===== src/rtl/alu_bcd_pkg.sv =====
// alu_bcd_pkg: shared BCD constants and converter state type
package alu_bcd_pkg;
   localparam int DIG_W = 4;
   localparam logic [DIG_W-1:0] BCD_MAX     = 4'd9;
   localparam logic [DIG_W-1:0] CORR_THRESH = 4'd8;
   localparam logic [DIG_W-1:0] CORR_SUB    = 4'd3;
   typedef enum logic [1:0] {IDLE, CONV, DONE} bcd2bin_state_t;
endpackage


===== src/rtl/bcd_digit_correct.sv =====
// bcd_digit_correct: reverse double-dabble digit fix-up (d>=8 ? d-3 : d)
module bcd_digit_correct
   import alu_bcd_pkg::*;
(
   input  logic [DIG_W-1:0] d,
   output logic [DIG_W-1:0] q
);
   assign q = (d >= CORR_THRESH) ? d - CORR_SUB : d;
endmodule


===== src/rtl/bcd_to_binary_converter.sv =====
// bcd_to_binary_converter: sequential BCD-to-binary conversion, one iteration per clock.
// Optional input digit check enabled by defining BCD2BIN_DIGIT_CHECK_EN.
module bcd_to_binary_converter
   import alu_bcd_pkg::*;
#(
   parameter int NDIG  = 3,
   parameter int BIN_W = 8
) (
   input  logic                  clk,
   input  logic                  rst,
   input  logic                  in_valid,
   output logic                  in_ready,
   input  logic [DIG_W*NDIG-1:0] bcd_in,
   output logic                  out_valid,
   input  logic                  out_ready,
   output logic [BIN_W-1:0]      bin_out,
   output logic                  ovf,
   output logic                  err_digit,
   output logic                  busy
);
   localparam int BW = DIG_W * NDIG;
   localparam int SW = BW + BIN_W;
   localparam int CW = $clog2(BIN_W);

   bcd2bin_state_t state, state_n;
   logic [SW-1:0]  sreg, sreg_n, shifted;
   logic [BW-1:0]  corr;
   logic [CW-1:0]  cnt, cnt_n;

   assign shifted = sreg >> 1;

   for (genvar g = 0; g < NDIG; g++) begin : g_corr
      bcd_digit_correct u_corr (
         .d(shifted[BIN_W + g*DIG_W +: DIG_W]),
         .q(corr[g*DIG_W +: DIG_W])
      );
   end

`ifdef BCD2BIN_DIGIT_CHECK_EN
   logic err, err_n, bad;

   // flag any incoming digit above 9
   always_comb begin
      bad = 1'b0;
      for (int i = 0; i < NDIG; i++)
         if (bcd_in[i*DIG_W +: DIG_W] > BCD_MAX) bad = 1'b1;
   end
`endif

   // state and datapath registers
   always_ff @(posedge clk or posedge rst) begin
      if (rst) begin
         state <= IDLE;
         sreg  <= '0;
         cnt   <= '0;
`ifdef BCD2BIN_DIGIT_CHECK_EN
         err   <= 1'b0;
`endif
      end else begin
         state <= state_n;
         sreg  <= sreg_n;
         cnt   <= cnt_n;
`ifdef BCD2BIN_DIGIT_CHECK_EN
         err   <= err_n;
`endif
      end
   end

   // next-state: load on accept, shift-and-correct in CONV, hold in DONE
   always_comb begin
      state_n = state;
      sreg_n  = sreg;
      cnt_n   = cnt;
`ifdef BCD2BIN_DIGIT_CHECK_EN
      err_n   = err;
`endif
      case (state)
         IDLE: if (in_valid) begin
            sreg_n  = {bcd_in, {BIN_W{1'b0}}};
            cnt_n   = '0;
            state_n = CONV;
`ifdef BCD2BIN_DIGIT_CHECK_EN
            err_n   = bad;
`endif
         end
         CONV: begin
            sreg_n  = {corr, shifted[BIN_W-1:0]};
            cnt_n   = cnt + 1'b1;
            state_n = (cnt == CW'(BIN_W-1)) ? DONE : CONV;
         end
         DONE: state_n = out_ready ? IDLE : DONE;
         default: state_n = IDLE;
      endcase
   end

   assign in_ready  = (state == IDLE);
   assign out_valid = (state == DONE);
   assign busy      = !in_ready;

`ifdef BCD2BIN_DIGIT_CHECK_EN
   assign err_digit = out_valid & err;
   assign bin_out   = (out_valid && !err) ? sreg[BIN_W-1:0] : '0;
   assign ovf       = out_valid & !err & (|sreg[SW-1:BIN_W]);
`else
   assign err_digit = 1'b0;
   assign bin_out   = out_valid ? sreg[BIN_W-1:0] : '0;
   assign ovf       = out_valid & (|sreg[SW-1:BIN_W]);
`endif
endmodule

===== config.mk =====
export PLATFORM = sky130hd
export DESIGN_NAME = bcd_to_binary_converter
export DESIGN_NICKNAME = d
export VERILOG_FILES = /design/src/rtl/alu_bcd_pkg.sv /design/src/rtl/bcd_digit_correct.sv /design/src/rtl/bcd_to_binary_converter.sv
export SDC_FILE = /design/constraint.sdc
export NUM_CORES = 1
export LEC_CHECK = 0
export CAP_MARGIN = 20
export CORE_MARGIN = 2
export CORE_UTILIZATION = 46
export DETAILED_ROUTE_END_ITERATION = 10
export PLACE_DENSITY = 0.76
export SLEW_MARGIN = 0
export SYNTH_ARGS = -nofsm -noshare
export SYNTH_HDL_FRONTEND = slang
export SYNTH_HIERARCHICAL = 1
export SYNTH_SLANG_ARGS = --single-unit
export TNS_END_PERCENT = 20

===== constraint.sdc =====
create_clock -name clk -period 1.2 [get_ports clk]
set_input_delay 0.18 -clock clk [delete_from_list [all_inputs] [get_ports clk]]
set_output_delay 0.18 -clock clk [all_outputs]
set_load 0.1 [all_outputs]

==> results.json, run 1 <==
{
  "start_util": 0.480,
  "initialDrtViolationCount": 54,
  "cts_buffer_depth": 2,
  "crit_path_start_kind": "register",
  "yosysWarnings": 6,
  "worstPathMaxFanout": 2,
  "finalWorstSetupSlack_ns": -0.485,
  "io_pins": 29,
  "grt_pass1_vias": 1372,
  "syn_area_per_cell_um2": 9.57,
  "critPathMaxStageDelay_ns": 0.45,
  "cp_slowest_cell": "dfrtp_2",
  "ctsRootBufferMaster": "clkbuf_4",
  "peakVddDrop_mv": 1.75,
  "synth_cells": 152,
  "htree_levels": 1,
  "diodes": 0,
  "fmax_mhz": 593,
  "cp_data_arrival_time_ns": 1.51,
  "grt_pass1_wl_um": 6040,
  "nets": 237,
  "ys_seq_area_frac": 0.430,
  "fin_crit_sh": 1.40,
  "end_kind": "output port",
  "antenna_found_initial": 0,
  "dieArea_um2": 3630,
  "finClkSkew_ns": 0.00705,
  "coreArea_um2": 3030,
  "violations": "setup timing",
  "detailed_place_hpwl_um": 2570,
  "drive_above_1_share": 0.358,
  "holdBufCountCts": 0,
  "status": "complete, but fails checks",
  "hold_violations": 0,
  "std_cell_rows": 20,
  "fin_setup_tns_ns": -4.96,
  "crit_chain": "nor4_4, buf_4, a31oi_4, buf_12",
  "setup_viol_count_final": 24,
  "numCtsBuffers": 3,
  "ant_nets": 0,
  "grt_max_degree": 26,
  "die_height_um": 60.2,
  "wl_per_cell_um": 13.7,
  "area_growth_pct": 59.4,
  "firstDrtPassIters": 4,
  "cts_tree": "yes",
  "fin_crit_ns": 1.69,
  "via_per_inst": 5.03,
  "critical_path_class": "register to output port",
  "via_count": 1288,
  "cts.sinks": 25,
  "leakage_uw": 0.00111,
  "power.density_nw_per_um2": 2270,
  "drc": 0,
  "cp_data_required_time_ns": 1.02,
  "ys_seq_elements": 25,
  "grt_usage": 0.227,
  "synthesis.area_um2": 1450,
  "rsz0062_at_grt": "true",
  "path_clk_slew_ns": 0.14,
  "overflow": 0,
  "place_ws_ns": -0.172,
  "routabilityCongestion": 0.783,
  "synth_cell_type_count": 28,
  "die_x_um": 60.2,
  "hold_class": "input pin to async pin",
  "slew_viol_final": 0,
  "routed_wl_um": 3520,
  "portBuffers": 27,
  "maxCapViolCount": 0,
  "clock_latency_ns": 0.33
}
-- per-stage QoR --
stage	power (uW)	utilization	area (um2)	cells	hold slack, ns
after floorplan	3380	-	1530	157	0.207
after global placement	4300	0.705	2140	245	0.484
after detailed placement	4440	0.705	2140	245	0.492
after CTS	5060	0.747	2260	254	0.180
after global routing	5680	0.765	2320	256	0.175
final	5260	0.765	2320	256	0.163
-- worst paths after layout --
| kind | start | end | slack [ns] | cells past startpoint |
|---|---|---|---|---|
| max reg2reg | sreg[13]$_DFFE_PP0P_ | sreg[14]$_DFFE_PP0P_ | -0.15 | 6 |
| max in group asynchronous | rst | sreg[13]$_DFFE_PP0P_ | 0.88 | 3 |
| min | rst | sreg[1]$_DFFE_PP0P_ | 0.16 | 3 |
| min in group clk | out_ready | state[1]$_DFFE_PP0P_ | 0.39 | 2 |
| max | sreg[13]$_DFFE_PP0P_ | ovf | -0.49 | 4 |
| min reg2reg | cnt[1]$_DFFE_PP0P_ | cnt[1]$_DFFE_PP0P_ | 0.53 | 1 |
-- critical path: cells and delay by family (launching register included) --
family | cells | cell delay (ns)
flops | 1 | 0.45
buf+inv | 2 | 0.35
simple gates | 1 | 0.30
compound gates | 1 | 0.09
-- layout by cell type (no fill, tap or decap), types with 2 or more instances in the layout --
cell type,n
buf_4,24
dfrtp_1,23
nand2_1,16
clkdlybuf4s50_1,15
a21oi_1,14
buf_12,14
o21ai_1,13
and3b_1,11
a22o_1,10
and2_4,8
inv_1,7
buf_6,7
ha_1,6
conb_1,6
nor2b_1,4
nand2b_4,3
clkbuf_4,3
xor2_1,3
o21ai_0,3
nor4_2,2
ha_2,2
xnor2_1,2
dfrtp_2,2
-- flip-flops by register name, indices dropped and copies added, names as in the netlist --
register	flops
state	2
sreg	20
cnt	3
-- cells in the mapped netlist --
cell	number	area share
dfrtp_1	25	0.43
nand2_1	16	0.041
a21oi_1	14	0.048
o21ai_1	13	0.045
and3b_1	11	0.066
a22o_1	10	0.060
and2_1	8	0.034
ha_1	8	0.069
inv_1	7	0.018
nor2b_1	5	0.022
buf_2	4	0.014
nand2b_1	4	0.017
buf_4	3	0.015
nor4_1	3	0.013
o21ai_0	3	0.010
xnor2_1	3	0.018
xor2_1	3	0.018
inv_2	2	0.0052
a22oi_1	1	0.0052
a31oi_1	1	0.0043
buf_6	1	0.0077
clkbuf_1	1	0.0026
conb_1	1	0.0026
mux2_2	1	0.0077
nor2b_2	1	0.0060
o21ba_1	1	0.0069
o21bai_2	1	0.0077
or2_1	1	0.0043
-- cell families (layout without fill, tap and decap cells) --
family                   Yosys count  in the layout  synth area share
other                              1              6           0.00258
XOR/XNOR                           6              6            0.0362
buffers and inverters             18             73            0.0628
adder cells (fa/ha/maj)            8              8            0.0688
AND/OR/NAND/NOR                   49             49             0.204
flip-flops                        25             25             0.430
AO/OA/AOI/OAI                     44             44             0.188
multiplexers                       1              1           0.00774
-- repair_timing --
item	CTS	global route
endpoints found under the hold margin	0	0
setup buffers	5	2
pin swaps	6	3
setup endpoints to repair	28	25
gates resized for setup	14	9
-- where the power goes --
group / internal [uW] / switching (uW)
clock network: 126 / 267
logic: 1710 / 1600
registers: 1220 / 335
-- layer usage --
layer | part of all wire | wire, um | GRT usage | up-vias
li1 | - | - | - | 631
met5 | 0 | 0 | 0 | -
met2 | 0.52 | 1830 | 0.396 | 34
met3 | 0.037 | 131 | 0.0390 | 7
met1 | 0.42 | 1480 | 0.272 | 616
met4 | 0.023 | 80 | 0.0984 | 0
-- layout make-up --
class	instances	area [um2]
Fill cell	201	711
Inverter	9	46.3
Sequential cell	25	628
Multi-Input combinational cell	114	871
Tap cell	44	55.1
Clock buffer	3	22.5
Clock inverter	1	5.00
Timing Repair Buffer	60	689
Note: power is estimated with default switching activity, not from simulation.
==> inputs of run 2 (changes only) <==
--- a/config.mk
+++ b/config.mk
@@ -10,7 +10,7 @@
 export CORE_UTILIZATION = 46
 export DETAILED_ROUTE_END_ITERATION = 10
 export PLACE_DENSITY = 0.76
-export SLEW_MARGIN = 0
+export SLEW_MARGIN = 20
 export SYNTH_ARGS = -nofsm -noshare
 export SYNTH_HDL_FRONTEND = slang
 export SYNTH_HIERARCHICAL = 1
==> results of run 2 <==
The final DEF is identical to that of run 1; final timing and power are the same.
